File: src/rtl/multicycle_ctrl.sv
// Multi-cycle RV32I control FSM: fetch/decode/exec/mem/wb over a shared single-port memory.
// Latency 3-5 cycles per instruction plus memory wait cycles; holds on mem_ready, traps on illegal opcode or timeout.
module multicycle_ctrl #(
    parameter int CNT_W   = 32,
    parameter int TIMEOUT = 16
) (
    input  logic             clk,
    input  logic             reset,
    input  logic [6:0]       opcode,
    input  logic             branch_taken,
    input  logic             mem_ready,
    output logic             mem_req,
    output logic             mem_we,
    output logic             mem_addr_sel,
    output logic             ir_write,
    output logic             pc_write,
    output logic [1:0]       pc_src,
    output logic             alu_src_b,
    output logic [1:0]       alu_op,
    output logic             reg_write,
    output logic [1:0]       wb_sel,
    output logic             trap,
    output logic [1:0]       trap_cause,
    output logic [2:0]       state_o,
    output logic [CNT_W-1:0] retired
);
    localparam int WAIT_W = (TIMEOUT > 0) ? $clog2(TIMEOUT + 1) : 1;
    localparam logic [WAIT_W-1:0] WAIT_MAX = WAIT_W'(TIMEOUT);

    localparam logic [6:0] OP_LOAD   = 7'b0000011;
    localparam logic [6:0] OP_STORE  = 7'b0100011;
    localparam logic [6:0] OP_BRANCH = 7'b1100011;
    localparam logic [6:0] OP_JAL    = 7'b1101111;
    localparam logic [6:0] OP_JALR   = 7'b1100111;
    localparam logic [6:0] OP_LUI    = 7'b0110111;
    localparam logic [6:0] OP_ALUI   = 7'b0010011;
    localparam logic [6:0] OP_ALUR   = 7'b0110011;

    typedef enum logic [2:0] {
        S_FETCH  = 3'd0,
        S_DECODE = 3'd1,
        S_EXEC   = 3'd2,
        S_MEM    = 3'd3,
        S_WB     = 3'd4,
        S_TRAP   = 3'd7
    } state_t;

    state_t            state_q, state_d;
    logic [6:0]        op_q, op_d;
    logic [WAIT_W-1:0] wait_q, wait_d;
    logic [1:0]        cause_q, cause_d;
    logic [CNT_W-1:0]  ret_q, ret_d;
    logic              timeout_hit;

    always_ff @(posedge clk) begin
        if (reset) begin
            state_q <= S_FETCH;
            op_q    <= '0;
            wait_q  <= '0;
            cause_q <= 2'b00;
            ret_q   <= '0;
        end else begin
            state_q <= state_d;
            op_q    <= op_d;
            wait_q  <= wait_d;
            cause_q <= cause_d;
            ret_q   <= ret_d;
        end
    end

    // mem_ready in the same cycle as the limit takes priority over the trap
    assign timeout_hit = (TIMEOUT != 0) && (wait_q == WAIT_MAX) && !mem_ready;

    always_comb begin
        state_d      = state_q;
        op_d         = op_q;
        cause_d      = cause_q;
        mem_req      = 1'b0;
        mem_we       = 1'b0;
        mem_addr_sel = 1'b0;
        ir_write     = 1'b0;
        pc_write     = 1'b0;
        pc_src       = 2'b00;
        alu_src_b    = 1'b0;
        alu_op       = 2'b00;
        reg_write    = 1'b0;
        wb_sel       = 2'b00;
        case (state_q)
            S_FETCH: begin
                mem_req = 1'b1;
                if (mem_ready) begin
                    ir_write = 1'b1;
                    state_d  = S_DECODE;
                end else if (timeout_hit) begin
                    state_d = S_TRAP;
                    cause_d = 2'b10;
                end
            end
            S_DECODE: begin
                op_d = opcode;
                case (opcode)
                    OP_LOAD, OP_STORE, OP_BRANCH, OP_JAL,
                    OP_JALR, OP_LUI, OP_ALUI, OP_ALUR: state_d = S_EXEC;
                    default: begin
                        state_d = S_TRAP;
                        cause_d = 2'b01;
                    end
                endcase
            end
            S_EXEC: begin
                case (op_q)
                    OP_LOAD, OP_STORE: begin
                        alu_src_b = 1'b1;
                        state_d   = S_MEM;
                    end
                    OP_ALUI: begin
                        alu_src_b = 1'b1;
                        alu_op    = 2'b01;
                        state_d   = S_WB;
                    end
                    OP_ALUR: begin
                        alu_op  = 2'b01;
                        state_d = S_WB;
                    end
                    OP_BRANCH: begin
                        alu_op   = 2'b10;
                        pc_write = 1'b1;
                        pc_src   = branch_taken ? 2'b01 : 2'b00;
                        state_d  = S_FETCH;
                    end
                    OP_JAL: begin
                        reg_write = 1'b1;
                        wb_sel    = 2'b10;
                        pc_write  = 1'b1;
                        pc_src    = 2'b01;
                        state_d   = S_FETCH;
                    end
                    OP_JALR: begin
                        alu_src_b = 1'b1;
                        reg_write = 1'b1;
                        wb_sel    = 2'b10;
                        pc_write  = 1'b1;
                        pc_src    = 2'b10;
                        state_d   = S_FETCH;
                    end
                    default: begin
                        reg_write = 1'b1;
                        wb_sel    = 2'b11;
                        pc_write  = 1'b1;
                        state_d   = S_FETCH;
                    end
                endcase
            end
            S_MEM: begin
                mem_req      = 1'b1;
                mem_addr_sel = 1'b1;
                mem_we       = (op_q == OP_STORE);
                if (mem_ready) begin
                    if (op_q == OP_STORE) begin
                        pc_write = 1'b1;
                        state_d  = S_FETCH;
                    end else begin
                        state_d = S_WB;
                    end
                end else if (timeout_hit) begin
                    state_d = S_TRAP;
                    cause_d = 2'b10;
                end
            end
            S_WB: begin
                reg_write = 1'b1;
                wb_sel    = (op_q == OP_LOAD) ? 2'b01 : 2'b00;
                pc_write  = 1'b1;
                state_d   = S_FETCH;
            end
            S_TRAP:  state_d = S_TRAP;
            default: state_d = S_FETCH;
        endcase
    end

    always_comb begin
        wait_d = wait_q;
        if ((state_d == S_FETCH || state_d == S_MEM) && state_d != state_q) begin
            wait_d = '0;
        end else if (TIMEOUT != 0 && mem_req && !mem_ready) begin
            wait_d = wait_q + WAIT_W'(1);
        end
    end

    assign ret_d      = ret_q + {{(CNT_W-1){1'b0}}, pc_write};
    assign retired    = ret_q;
    assign trap       = (state_q == S_TRAP);
    assign trap_cause = cause_q;
    assign state_o    = state_q;
endmodule

File: config.mk
export PLATFORM = sky130hd
export DESIGN_NAME = multicycle_ctrl
export DESIGN_NICKNAME = d
export VERILOG_FILES = /design/src/rtl/multicycle_ctrl.sv
export SDC_FILE = /design/constraint.sdc
export NUM_CORES = 1
export LEC_CHECK = 0
export ABC_AREA = 1
export CAP_MARGIN = 10
export CORE_UTILIZATION = 30
export DETAILED_ROUTE_END_ITERATION = 10
export DONT_BUFFER_PORTS = 1
export PLACE_DENSITY = 0.56
export SYNTH_ARGS = -nofsm -noshare
export SYNTH_HDL_FRONTEND = slang
export SYNTH_SLANG_ARGS = --single-unit
File: constraint.sdc
create_clock -name clk -period 3 [get_ports clk]
set_input_delay 0.3 -clock clk [delete_from_list [all_inputs] [get_ports clk]]
set_output_delay 0.3 -clock clk [all_outputs]
set_load 0.01 [all_outputs]
# Yosys cells after proc, flatten, opt, wreduce, memory -nomap -nowiden
# Cells that the tools add are included.
[op_classes]
n_addsub = 2
eq_ne = 26
n_mux = 32
n_reduce_logical = 18
[op_table]
columns = ["operator", "n"]
rows = [
  ["equality test 7 bit (second input constant)", 6],
  ["equality test 7 x 6 -> 1 bit (second input constant)", 5],
  ["adder 32 x 1 -> 32 bit", 1],
  ["one-hot mux 2 bit (2 select lines)", 4],
  ["2-to-1 mux 3 bit", 5],
  ["one-hot mux 3 bit (5 select lines)", 1],
  ["equality test 7 x 2 -> 1 bit (second input constant)", 2],
  ["equality test 7 x 5 -> 1 bit (second input constant)", 2],
  ["2-to-1 mux 1 bit", 13],
  ["2-to-1 mux 2 bit", 5],
  ["OR reduction 2 bit", 5],
  ["equality test 3 x 2 -> 1 bit (second input constant)", 3],
  ["OR reduction 4 bit", 2],
  ["OR reduction 8 bit", 1],
  ["equality test 3 bit (second input constant)", 2],
  ["logical NOT 3 bit", 2],
  ["one-hot mux 2 bit (3 select lines)", 1],
  ["one-hot mux 3 bit (2 select lines)", 1],
  ["adder 5 x 1 -> 5 bit (second input constant)", 1],
  ["equality test 5 bit (second input constant)", 1],
  ["OR reduction 5 bit", 1],
  ["inequality test 2 bit (second input constant)", 2],
  ["AND reduction 4 bit", 1],
  ["equality test 3 x 1 -> 1 bit (second input constant)", 1],
  ["other kinds (8)", 10],
]
[totals]
ff_bits = 49
inputBits = 11
wordCells = 83

# Depth between registers and ports, before layout
# Gate-level depths: netlist of run 1.
[logic_depth]
depth_word = 9
ltp_mapped = 17
ltp_nobuf = 17

# Least setup slack after synthesis of run 1
# Ideal clock, no wire load.
[synth_timing]
path_type = "register -> register"
startpoint = "register state_q[1] (netlist: state_o[1])"
endpoint = "register ret_q[22] (netlist: retired[22])"
setup_ps = 70
t_arrival_ps = 2442
required_time_ps = 2930
path_slack_ps = 488
path_stages_with_launch = 14
n_path_buf = 0
synth_period_minus_slack_ps = 2512
cell_sequence = "dfxtp_1 -> inv_1 -> nor3_2 -> nand2_1 -> o211ai_1 -> ha_1 -> ha_1 -> nand2_1 -> nor2_4 -> nand3_1 -> nor3_1 -> inv_1 -> or2_0 -> a21oi_1"
[synth_between]
elab_chain_cells = 3
elab_cells_between_ends = 5
classes_between = "1 x add/sub; 3 x eq/ne; 1 x mux"
[synth_lines]
columns = ["item", "line_no", "rtl"]
rows = [
  ["from (decl)", "48", "state_t state_q, state_d;"],
  ["from (signal assigned)", "63", "state_q <= state_d;"],
  ["equality test 3 bit / equality test 3 x 2 -> 1 bit (equally long branches)", "88", "case (state_q)"],
  ["one-hot mux 1 bit (3 select lines) *", "88", ""],
  ["named net pc_write", "16", "output logic pc_write,"],
  ["adder 32 x 1 -> 32 bit *", "190", "assign ret_d = ret_q + {{(CNT_W-1){1'b0}}, pc_write};"],
  ["to (signal assigned)", "67", "ret_q <= ret_d;"],
  ["to (decl)", "52", "logic [CNT_W-1:0] ret_q, ret_d;"],
]
# Mark *: on every way through the listed nets, which the timed path passes. The rest lies on a longest branch.
# A chain may end at the register's enable or synchronous reset.

# Final worst setup path of run 1
[layout_timing]
startpoint = "register op_q[1]"
endpoint = "register ret_q[22] (netlist: retired[22])"
[layout_between]
elab_chain_cells = 5
elab_cells_between_ends = 10
classes_between = "1 x add/sub; 4 x eq/ne; 4 x mux; 1 x reduce/logical"
[layout_lines]
columns = ["item", "line_no", "rtl"]
rows = [
  ["from (decl)", "49", "logic [6:0] op_q, op_d;"],
  ["from (signal assigned)", "64", "op_q <= op_d;"],
  ["equality test 7 x 6 -> 1 bit (tied with other cells)", "111, 159", ""],
  ["OR reduction 4 bit (no line) / 2-to-1 mux 1 bit (equally long branches)", "n/a", ""],
  ["2-to-1 mux 1 bit, on equally long branches", "111, 158", ""],
  ["one-hot mux 1 bit (3 select lines) *", "88", ""],
  ["adder 32 x 1 -> 32 bit *", "190", ""],
]
# Mark *: on every way between the ends. The rest lies on a longest branch, timed or not.

==> metrics.log, run 1 <==
INFO  metric drcViolationCount = 4
INFO  metric tritoncts = done
INFO  metric setup.worst_path.start = op_q[1]
INFO  metric crit_arrival = 2.92 ns
INFO  metric seq_power_share = 0.437
INFO  metric clock-skew-final = 0.00790 ns
INFO  metric crit_path_max_fanout = 7
INFO  metric switchingPower = 683 uW
INFO  metric routed-via-count = 2661
INFO  metric max_slew.worst_pin.slew = 0.505 ns
INFO  metric antenna-diode-count = 0
INFO  metric post-place-ws = 0.164 ns
INFO  metric first_iter_violations = 136
INFO  metric number_of_max_cap_violations = 0
INFO  metric cts_max_level = 2
INFO  metric avgSynthCellArea = 6.63 um2
INFO  metric outcome = finished with violations
INFO  metric finish.utilization = 0.341
INFO  metric rr_endpoint = retired[22]
INFO  metric proportion_of_power_drawn_by_the_clock_network = 0.264
INFO  metric post_synth_num_cell_types = 32
INFO  metric clkTransAtPathRegs = 0.09 ns
INFO  metric core.rowCount = 34
INFO  metric worst_setup_path_endpoint = retired[22]
INFO  metric start_util = 0.313
INFO  metric grt_first_pass_wirelength = 12.2 mm
INFO  metric ys_seq_area_frac = 0.356
INFO  metric drt_antenna_net_count = 0
INFO  metric routed_via_density = 5.02
INFO  metric synth_warnings = 0
INFO  metric rd_place_congestion = 0.896
INFO  metric slew_violations = 0
INFO  metric crit-reg2reg-launch = op_q[1]
INFO  metric cts_hold_buffers = 0
INFO  metric insertion_delay = 0.30 ns
INFO  metric worstSetupEndpointType = flip-flop
INFO  metric ir_worst_vdd = 0.000656 V
INFO  metric maximum_number_of_pins_on_one_net_before_global_route_repair = 32
INFO  metric setup_total_negative_slack = 0 ns
INFO  metric overflow = 0
INFO  metric die_extent_in_y = 97.9 um
INFO  metric crit_cells = 13
INFO  metric layout-drive-gt1-share = 0.0877
INFO  metric postLayoutSetupSlackWorst = 0.322 ns
INFO  metric detailed_place_hpwl = 5.75 mm
INFO  metric startpoint_type = flip-flop
INFO  metric internal_power = 1.18 mW
INFO  metric io_count = 62
INFO  metric cp_data_required_time = 3.24 ns
INFO  metric syn-instance-count = 416
INFO  metric fmax = 373 MHz
INFO  metric static-leakage-power = 1.14 nW
INFO  metric via_count_of_the_first_global_routing_pass = 2485
INFO  metric syn_area = 2760 um2
INFO  metric setup-violations-final = 0
INFO  metric place_area = 2870 um2
INFO  metric worst_path_dominant_cell_family = simple AND/OR/NAND/NOR gates
INFO  metric critical-path-slowest-cell = dfxtp_1
INFO  metric cell_by_cell_listing_of_the_critical_path = nand2_1 > nor2_4 > nand3_1 > o211ai_1 > ha_2 > ha_1 > nand2_1 > nor2_4 > nand3_1 > nor3_1 > inv_1 > or2_0 > a21oi_1
INFO  metric critical_path_buf_inv_count = 1
INFO  metric fin_area = 3000 um2
INFO  metric final_report_hold_violation_count = 0
INFO  metric postSynthRegisterBits = 49
INFO  metric drt_pass1_iterations = 8
INFO  metric worst_hold_path.num_cells = 1
INFO  metric layout_worst_path_cycle_share = 0.893
INFO  metric r2r_slack = 0.32 ns
INFO  metric grt.total_usage = 0.158
INFO  metric grt_setup_unrepaired = false
INFO  metric worst_slew_margin_rel = 0.663
INFO  metric area_growth_syn_to_layout = 8.85%
INFO  metric swShare = 0.366
INFO  metric wl_per_cell = 14.0 um
INFO  metric number_of_antenna_violations_at_the_first_check_in_global_routing = 0
INFO  metric fp.dieW = 97.9 um
INFO  metric nNetsFinal = 436
INFO  metric logic_gate_share_of_total_power = 0.300
INFO  metric cts-root-to-sink-buffers = 2
INFO  metric final.min_clock_period = 2.68 ns
INFO  metric number_of_clock_buffers_inserted_by_tritoncts = 5
INFO  metric die_area = 9580 um2
INFO  metric cts.root.buffer_cell = clkbuf_8
INFO  metric powerDensity = 622 nW/um2
INFO  metric worst_path_largest_cell_delay = 0.34 ns
INFO  metric worst_hold_path_type = in2reg
INFO  metric core-area = 8810 um2
INFO  metric ff2ff_path_depth = 13
INFO  metric drt_wl_total = 7.40 mm
INFO  metric path_class = reg2reg
INFO  metric io_buffers = 0
INFO  metric violations_in_the_final_reports = design-rule violations
INFO  metric syn-num-nets = 431
INFO  metric clock-sinks = 49
==> per-stage QoR <==
step | std cells | power [mW] | hold slack (ns)
floorplan | 416 | 1.26 | 0.373
global placement | 521 | 1.38 | 0.374
detailed placement | 521 | 1.38 | 0.375
CTS | 529 | 1.88 | 0.0458
global route | 530 | 2.01 | 0.0308
finish | 530 | 1.87 | 0.0508
==> metal layers <==
layer  global-route usage  vias to the layer above  share of wire
li1                     -                     1351              -
met2                0.276                      106           0.47
met3               0.0472                        8          0.092
met4               0.0303                        0         0.0058
met1                0.193                     1196           0.43
met5                    0                        -              0
==> area by class of cell <==
cell class                      instances  area [um2]
Sequential cell                        49         982
Clock inverter                          1        30.0
Fill cell                             953        5810
Timing Repair Buffer                    3        22.5
Tap cell                              108         135
Clock buffer                            7        86.3
Multi-Input combinational cell        307        1540
Inverter                               55         206
==> sequential cells by signal, summed over array words and instances (netlist names) <==
name and count:
wait_q 5, op_q 7, retired 32, trap_cause 2, state_o 3
==> cell usage after synthesis <==
| master | n | area share |
|---|---|---|
| nand2_1 | 103 | 0.14 |
| inv_1 | 52 | 0.071 |
| nor2_1 | 50 | 0.068 |
| dfxtp_1 | 49 | 0.36 |
| a21oi_1 | 33 | 0.060 |
| nand3_1 | 26 | 0.047 |
| nor3_1 | 20 | 0.036 |
| o21ai_0 | 17 | 0.031 |
| or2_0 | 8 | 0.018 |
| xor2_1 | 6 | 0.019 |
| nand4_1 | 5 | 0.011 |
| ha_1 | 4 | 0.018 |
| nand2_2 | 4 | 0.0091 |
| nor2_2 | 4 | 0.0091 |
| nor3_2 | 4 | 0.015 |
| clkbuf_1 | 3 | 0.0041 |
| inv_2 | 3 | 0.0041 |
| nor2_4 | 3 | 0.012 |
| o211ai_1 | 3 | 0.0082 |
| or2_2 | 3 | 0.0068 |
| buf_6 | 2 | 0.0082 |
| nand3b_1 | 2 | 0.0054 |
| nor3_4 | 2 | 0.012 |
| xnor2_1 | 2 | 0.0064 |
| nand3_2 | 1 | 0.0036 |
| nand4_2 | 1 | 0.0045 |
| nor4_1 | 1 | 0.0023 |
| o21a_1 | 1 | 0.0027 |
| o21ai_1 | 1 | 0.0018 |
| o21bai_1 | 1 | 0.0027 |
| o32ai_1 | 1 | 0.0032 |
| o41ai_1 | 1 | 0.0032 |
==> worst min-delay path by stage <==
stage               endpoint  start  slack, ns
3_3_place_gp   trap_cause[1]  reset       0.37
3_5_place_dp   trap_cause[1]  reset       0.37
5_1_grt           state_o[0]  reset       0.03
4_1_cts        trap_cause[1]  reset       0.05
6_report          state_o[0]  reset       0.05
2_1_floorplan     state_o[1]  reset       0.37
==> kinds of logic (layout without fill, tap and decap cells) <==
| group | after synthesis | in the layout | synth area share |
|---|---|---|---|
| AO/OA/AOI/OAI | 58 | 58 | 0.113 |
| XOR/XNOR | 8 | 8 | 0.0254 |
| adder cells (fa/ha/maj) | 4 | 4 | 0.0182 |
| buffers and inverters | 60 | 66 | 0.0872 |
| flip-flops | 49 | 49 | 0.356 |
| AND/OR/NAND/NOR | 237 | 237 | 0.401 |
==> power groups by stage <==
stage | logic (mW) | registers (mW) | clock network [mW]
after detailed placement | 0.553 | 0.831 | 0
after global placement | 0.550 | 0.830 | 0
after floorplan | 0.448 | 0.813 | 0
final | 0.559 | 0.816 | 0.492
after CTS | 0.558 | 0.816 | 0.511
after global routing | 0.649 | 0.828 | 0.535
==> worst register-to-register path, delay by kind of cell (launching register included) <==
family	cells	cell delay (ns)
simple gates	8	1.31
fa+ha+maj	2	0.45
compound gates	2	0.45
flops	1	0.34
buf+inv	1	0.07
==> cell usage in the layout, fill, tap and decap left out, types with 3 or more instances in the layout <==
cell        n
nand2_1   103
inv_1      52
nor2_1     50
dfxtp_1    48
a21oi_1    33
nand3_1    26
nor3_1     20
o21ai_0    17
or2_0       8
xor2_1      6
clkbuf_8    6
nand4_1     5
nor2_2      4
nand2_2     4
nor3_2      4
inv_2       3
nor2_4      3
o211ai_1    3
or2_2       3
ha_1        3
buf_4       3
==> timing repair <==
item                                    4_1_cts  5_1_grt
resized for setup                             0        2
endpoints found under the setup margin        0        4
buffers inserted                              0        1
(Power assumes the default switching activity.)
==> run 2: changes to the inputs <==
--- a/config.mk
+++ b/config.mk
@@ -8,9 +8,9 @@
 export ABC_AREA = 1
 export CAP_MARGIN = 10
 export CORE_UTILIZATION = 30
+export CTS_CLUSTER_SIZE = 16
 export DETAILED_ROUTE_END_ITERATION = 10
 export DONT_BUFFER_PORTS = 1
-export PLACE_DENSITY = 0.56
 export SYNTH_ARGS = -nofsm -noshare
 export SYNTH_HDL_FRONTEND = slang
 export SYNTH_SLANG_ARGS = --single-unit
==> metrics.log, run 2 (synthesis gave the netlist of run 1 again) <==
INFO  metric report.power.total = 1.77 mW (was 1.87 mW)
INFO  metric cts-root-to-sink-buffers = 2 (unchanged)
INFO  metric number_of_flip_flops_under_the_largest_register_name = 32 (unchanged)
INFO  metric cts_hold_buffers = 0 (unchanged)
INFO  metric setup-violations-final = 0 (unchanged)
INFO  metric worst_slew_margin_rel = 0.685 (was 0.663)
INFO  metric wl_per_cell = 13.8 um (was 14.0 um)
INFO  metric rd_place_congestion = 0.908 (was 0.896)
INFO  metric groute.layer.met3.usage = 0.0494 (was 0.0472)
INFO  metric number_of_clock_buffers_inserted_by_tritoncts = 5 (unchanged)
INFO  metric layout_common_cells = nand2_1, inv_1, nor2_1, dfxtp_1, a21oi_1 (unchanged)
INFO  metric antenna-diode-count = 0 (unchanged)
INFO  metric met1_usage = 0.197 (was 0.193)
INFO  metric nNetsFinal = 435 (was 436)
INFO  metric drt_pass1_iterations = 8 (unchanged)
INFO  metric grt.met2_usage = 0.250 (was 0.276)
INFO  metric crit_arrival = 2.86 ns (was 2.92 ns)
INFO  metric number_of_max_cap_violations = 0 (unchanged)
INFO  metric setup_total_negative_slack = 0 ns (unchanged)
INFO  metric detailed_place_hpwl = 5.70 mm (was 5.75 mm)
INFO  metric clock-skew-final = 0.00580 ns (was 0.00790 ns)
INFO  metric postLayoutSetupSlackWorst = 0.387 ns (was 0.322 ns)
INFO  metric grt_setup_unrepaired = false (unchanged)
INFO  metric core.rowCount = 34 (unchanged)
INFO  metric clock-sinks = 49 (unchanged)
INFO  metric grt-busiest-layer = met2 (unchanged)
INFO  metric overflow = 0 (unchanged)
INFO  metric cts_repair_resize_count = 0 (unchanged)
INFO  metric static-leakage-power = 1.13 nW (was 1.14 nW)
INFO  metric worstSetupEndpointType = flip-flop (unchanged)
INFO  metric layout-drive-gt1-share = 0.0879 (was 0.0877)
INFO  metric clkTransAtPathRegs = 0.09 ns (about the same)
INFO  metric final.min_clock_period = 2.61 ns (was 2.68 ns)
INFO  metric grt.total_usage = 0.156 (was 0.158)
INFO  metric fmax = 383 MHz (was 373 MHz)
INFO  metric area_growth_syn_to_layout = 7.63% (was 8.85%)
INFO  metric cts.root.buffer_cell = clkbuf_8 (unchanged)
INFO  metric worst_hold_path_type = in2reg (unchanged)
INFO  metric drt_antenna_net_count = 0 (unchanged)
INFO  metric violations_in_the_final_reports = design-rule violations (unchanged)
INFO  metric outcome = finished with violations (unchanged)
INFO  metric startpoint_type = flip-flop (unchanged)
INFO  metric path_class = reg2reg (unchanged)
INFO  metric cts_max_level = 2 (unchanged)
INFO  metric fill_cells = 957 (was 953)
INFO  metric insertion_delay = 0.31 ns (was 0.30 ns)
INFO  metric slew_violations = 0 (unchanged)
INFO  metric via_count_of_the_first_global_routing_pass = 2450 (was 2485)
INFO  metric max_slew.worst_pin.slew = 0.468 ns (was 0.505 ns)
INFO  metric final_report_hold_violation_count = 0 (unchanged)
INFO  metric ir_worst_vdd = 0.000467 V (was 0.000656 V)
INFO  metric die_area = 9580 um2 (unchanged)
INFO  metric powerDensity = 596 nW/um2 (was 622 nW/um2)
INFO  metric grt_first_pass_wirelength = 12.1 mm (was 12.2 mm)
INFO  metric start_util = 0.313 (unchanged)
INFO  metric crit_path_max_fanout = 7 (unchanged)
INFO  metric fp.dieW = 97.9 um (unchanged)
INFO  metric number_of_antenna_violations_at_the_first_check_in_global_routing = 0 (unchanged)
INFO  metric drt_wl_total = 7.28 mm (was 7.40 mm)
INFO  metric layout_worst_path_cycle_share = 0.871 (was 0.893)
INFO  metric post-cts-setup-buffer-count = 0 (unchanged)
INFO  metric io_buffers = 0 (unchanged)
INFO  metric post-place-ws = 0.286 ns (was 0.164 ns)
INFO  metric io_count = 62 (unchanged)
INFO  metric die_extent_in_y = 97.9 um (unchanged)
INFO  metric cp_data_required_time = 3.25 ns (was 3.24 ns)
INFO  metric core-area = 8810 um2 (unchanged)
INFO  metric tritoncts = done (unchanged)
INFO  metric maximum_number_of_pins_on_one_net_before_global_route_repair = 32 (unchanged)
INFO  metric layout_commonest_cell = nand2_1 (unchanged)
INFO  metric first_iter_violations = 119 (was 136)
INFO  metric routed_via_density = 4.92 (was 5.02)
INFO  metric routed-via-count = 2601 (was 2661)
INFO  metric drcViolationCount = 10 (was 4)
-- run 2: cell count changes in the layout (fill, tap and decap cells not counted), sizes merged --
cell      before  now
clkinvlp       0    1
inv           55   56
buf            3    2
clkbuf         7    5
clkinv         0    1
bufinv         1    0
-- run 2: report_power, final --
group / total, mW / internal [mW] / switching [mW]
logic: 0.547 / 0.178 / 0.370
clock network: 0.404 / 0.166 / 0.238
registers: 0.817 / 0.733 / 0.0840
total: 1.77 / 1.08 / 0.691
-- run 2: layout make-up --
class                      instances  area [um2]  area share
multi-input combinational        307        1540       0.518
tap                              108         135      0.0456
clock inverter                     3        21.3     0.00717
sequential                        49         982       0.331
clock buffer                       5        68.8      0.0232
inverter                          55         206      0.0696
timing repair buffer               2        15.0     0.00506
-- run 2: critical path, cell delays in order, from the launching register on --
cell and delay, ns:
dfxtp_1 0.34, nand2_1 0.13, nor2_4 0.18, nand3_1 0.11, o211ai_1 0.26, ha_2 0.31
ha_1 0.19, nand2_1 0.11, nor2_4 0.18, nand3_1 0.15, nor3_1 0.21, inv_1 0.07
or2_0 0.20, a21oi_1 0.11
-- run 2: metrics by stage --
| step | hold slack, ns | instance area, um2 | utilization | std cells |
|---|---|---|---|---|
| finish | 0.0434 | 2970 | 0.337 | 529 |
| detailed placement | 0.376 | 2870 | 0.326 | 521 |
| floorplan | 0.373 | 2760 | - | 416 |
| CTS | 0.0309 | 2960 | 0.336 | 529 |
| global placement | 0.374 | 2870 | 0.326 | 521 |
| global route | 0.0229 | 2970 | 0.337 | 529 |
-- run 2: routing by layer --
| layer | up-vias | routed length [um] |
|---|---|---|
| met5 | - | 0 |
| met4 | 0 | 111 |
| met3 | 12 | 696 |
| met2 | 97 | 3290 |
| met1 | 1148 | 3180 |
| li1 | 1344 | - |
-- run 2: final timing paths --
path / startpoint / endpoint / slack, ns / cells after the start
setup / recovery: op_q[0] / retired[22] / 0.39 / 13
hold reg to reg: op_q[1] / op_q[1] / 0.50 / 2
hold / removal: reset / trap_cause[1] / 0.04 / 1
setup reg to reg: op_q[0] / retired[22] / 0.39 / 13
==> run 3: changes to the inputs <==
--- a/config.mk
+++ b/config.mk
@@ -5,8 +5,7 @@
 export SDC_FILE = /design/constraint.sdc
 export NUM_CORES = 1
 export LEC_CHECK = 0
-export ABC_AREA = 1
-export CAP_MARGIN = 10
+export CAP_MARGIN = 20
 export CORE_UTILIZATION = 30
 export CTS_CLUSTER_SIZE = 16
 export DETAILED_ROUTE_END_ITERATION = 10
==> metrics.log, run 3 <==
INFO  metric routed-via-count = 2038 (was 2601)
INFO  metric crit_path_max_fanout = 6 (was 7)
INFO  metric area_growth_syn_to_layout = 9.61% (was 7.63%)
INFO  metric rd_place_congestion = 0.755 (was 0.908)
INFO  metric layout_common_cells = dfxtp_1, nor2_1, nand2_1, xor2_1, nand3_1 (was nand2_1, inv_1, nor2_1, dfxtp_1, a21oi_1)
INFO  metric startpoint_type = flip-flop (unchanged)
INFO  metric dominant_combinational_cell_family_by_area_after_synthesis = simple AND/OR/NAND/NOR gates (unchanged)
INFO  metric synth_top_cell_area_share = 0.384 (was 0.356)
INFO  metric routed_via_density = 5.00 (was 4.92)
INFO  metric postSynthRegisterBits = 49 (unchanged)
INFO  metric grt_setup_unrepaired = false (unchanged)
INFO  metric worst_slew_margin_rel = 0.542 (was 0.685)
INFO  metric outcome = completed (was finished with violations)
INFO  metric tritoncts = done (unchanged)
INFO  metric post-place-ws = 0.0150 ns (was 0.286 ns)
INFO  metric postSynth.topFlopCell = dfxtp_1 (unchanged)
INFO  metric powerDensity = 508 nW/um2 (was 596 nW/um2)
INFO  metric postLayoutSetupSlackWorst = 0.231 ns (was 0.387 ns)
INFO  metric synth.area.mux_share = 0.0275 (was 0)
INFO  metric max_slew.worst_pin.slew = 0.678 ns (was 0.468 ns)
INFO  metric fin_area = 2800 um2 (was 2970 um2)
INFO  metric synthTopCellsByArea = dfxtp_1, nor2_1, xor2_1 (was dfxtp_1, nand2_1, inv_1)
INFO  metric die_area = 8880 um2 (was 9580 um2)
INFO  metric slew_violations = 0 (unchanged)
INFO  metric cts-root-to-sink-buffers = 2 (unchanged)
INFO  metric io_buffers = 0 (unchanged)
INFO  metric detailed_place_hpwl = 4.14 mm (was 5.70 mm)
INFO  metric number_of_max_cap_violations = 0 (unchanged)
INFO  metric clock-skew-final = 0.00858 ns (was 0.00580 ns)
INFO  metric number_of_flip_flops_under_the_largest_register_name = 32 (unchanged)
INFO  metric core.rowCount = 33 (was 34)
INFO  metric layout-drive-gt1-share = 0.125 (was 0.0879)
INFO  metric syn-num-nets = 309 (was 431)
INFO  metric hold_slack = 0.0754 ns (was 0.0434 ns)
INFO  metric avgSynthCellArea = 8.68 um2 (was 6.63 um2)
INFO  metric insertion_delay = 0.30 ns (was 0.31 ns)
INFO  metric grt.total_usage = 0.129 (was 0.156)
INFO  metric final.min_clock_period = 2.77 ns (was 2.61 ns)
INFO  metric die_extent_in_y = 94.2 um (was 97.9 um)
INFO  metric grt_first_pass_wirelength = 8.99 mm (was 12.1 mm)
INFO  metric final_report_hold_violation_count = 0 (unchanged)
INFO  metric static-leakage-power = 0.989 nW (was 1.13 nW)
INFO  metric worstSetupEndpointType = flip-flop (unchanged)
INFO  metric setup_total_negative_slack = 0 ns (unchanged)
INFO  metric synth-compound-area-share = 0.109 (was 0.113)
INFO  metric cts_hold_buffers = 0 (unchanged)
INFO  metric maximum_number_of_pins_on_one_net_before_global_route_repair = 48 (was 32)
INFO  metric drcViolationCount = 0 (was 10)
INFO  metric setup-violations-final = 0 (unchanged)
INFO  metric post-synth-top-count-cell = dfxtp_1 (was nand2_1)
INFO  metric wl_per_cell = 13.7 um (was 13.8 um)
INFO  metric place_area = 2700 um2 (was 2870 um2)
INFO  metric synth-edff-count = 0 (unchanged)
INFO  metric synthXorXnorAreaFrac = 0.0961 (was 0.0254)
INFO  metric cp_data_required_time = 3.24 ns (was 3.25 ns)
INFO  metric synth_warnings = 0 (unchanged)
INFO  metric drt_pass1_iterations = 4 (was 8)
INFO  metric async_flop_share = 0 (unchanged)
INFO  metric start_util = 0.311 (was 0.313)
INFO  metric core-area = 8220 um2 (was 8810 um2)
INFO  metric fmax = 361 MHz (was 383 MHz)
INFO  metric drt_wl_total = 5.58 mm (was 7.28 mm)
INFO  metric layout_commonest_cell = dfxtp_1 (was nand2_1)
INFO  metric path_class = reg2reg (unchanged)
INFO  metric ir_worst_vdd = 0.000226 V (was 0.000467 V)
INFO  metric ys_seq_area_frac = 0.384 (was 0.356)
INFO  metric io_count = 62 (unchanged)
INFO  metric cts.root.buffer_cell = clkbuf_8 (unchanged)
INFO  metric synth_top_cell_by_area = dfxtp_1 (unchanged)
INFO  metric clock-sinks = 49 (unchanged)
INFO  metric antenna-diode-count = 0 (unchanged)
INFO  metric finish.cell_count_without_fillers = 408 (was 529)
INFO  metric syn-instance-count = 294 (was 416)
INFO  metric via_count_of_the_first_global_routing_pass = 1905 (was 2450)
INFO  metric cts_max_level = 2 (unchanged)
INFO  metric overflow = 0 (unchanged)
INFO  metric first_iter_violations = 58 (was 119)
INFO  metric worst_hold_path_type = in2reg (unchanged)
INFO  metric syn_area = 2550 um2 (was 2760 um2)
INFO  metric number_of_clock_buffers_inserted_by_tritoncts = 5 (unchanged)
INFO  metric drt_antenna_net_count = 0 (unchanged)
INFO  metric crit_arrival = 3.00 ns (was 2.86 ns)
INFO  metric number_of_antenna_violations_at_the_first_check_in_global_routing = 0 (unchanged)
INFO  metric fp.dieW = 94.2 um (was 97.9 um)
INFO  metric clkTransAtPathRegs = 0.09 ns (about the same)
INFO  metric yosys.area_share.adder = 0.0196 (was 0.0182)
INFO  metric placed_cells_incl_taps = 400 (was 521)
INFO  metric nNetsFinal = 317 (was 435)
INFO  metric post_synth_and_or_nand_nor_area_fraction = 0.321 (was 0.401)
INFO  metric post_synth_num_cell_types = 56 (was 32)
INFO  metric ys_top_cells_by_count = dfxtp_1, nor2_1, nand2_1, xor2_1, nand3_1 (was nand2_1, inv_1, nor2_1, dfxtp_1, a21oi_1)
INFO  metric layout_worst_path_cycle_share = 0.923 (was 0.871)
[run 3: critical path, stage by stage, from the launching register on]
cell and delay (ns):
dfxtp_1 0.35, nor3_4 0.25, nand2_1 0.11, o22ai_1 0.13
nand2_1 0.08, o21ai_2 0.16, ha_2 0.22, ha_1 0.20
and4_2 0.29, and4_1 0.25, nand3_2 0.15, or3_1 0.38
a21oi_1 0.14
[run 3: metrics by stage]
stage | util | total power, mW
3_3_place_gp | 0.328 | 1.05
3_5_place_dp | 0.328 | 1.05
2_1_floorplan | - | 1.00
5_1_grt | 0.340 | 1.50
6_report | 0.340 | 1.42
4_1_cts | 0.338 | 1.44
[run 3: routing by layer]
metal / wire length (um) / global-route usage / up-vias
li1: - / - / 1035
met1: 2480 / 0.161 / 948
met2: 2660 / 0.213 / 51
met3: 394 / 0.0413 / 4
met4: 36 / 0.0321 / 0
met5: 0 / 0 / -
[run 3: cells by family (layout without fill, tap and decap cells)]
kind of cell / after synthesis / count (layout)
XOR/XNOR: 28 / 28
AND/OR/NAND/NOR: 148 / 148
multiplexers: 7 / 7
buffers and inverters: 19 / 28
adder cells (fa/ha/maj): 4 / 4
flip-flops: 49 / 49
AO/OA/AOI/OAI: 39 / 39
[run 3: final cells by class]
class	count	area [um2]
clock buffers	7	76.3
clock inverters	1	7.51
fillers	856	5420
inverters	8	30.0
multi-input cells	226	1480
flip-flops and latches	49	981
well taps	105	131
repair buffers	12	90.1
[run 3: worst paths after layout]
check | start | end | slack (ns) | depth (start not counted)
min reg2reg | trap_cause[0] | trap_cause[0] | 0.52 | 2
max reg2reg | op_q[6] | retired[26] | 0.23 | 12
max | op_q[6] | retired[26] | 0.23 | 12
min | reset | trap_cause[1] | 0.08 | 1
[run 3: repair_timing]
| item | in CTS | in global routing |
|---|---|---|
| gates resized for setup | 1 | 5 |
| setup endpoints to repair | 2 | 4 |
| setup buffers | 0 | 0 |
[run 3: power breakdown]
| part | switching, mW | internal (mW) | leakage (nW) |
|---|---|---|---|
| Combinational | 0.174 | 0.139 | 0.555 |
| Sequential | 0.0412 | 0.685 | 0.396 |
| Clock | 0.215 | 0.165 | 0.0385 |
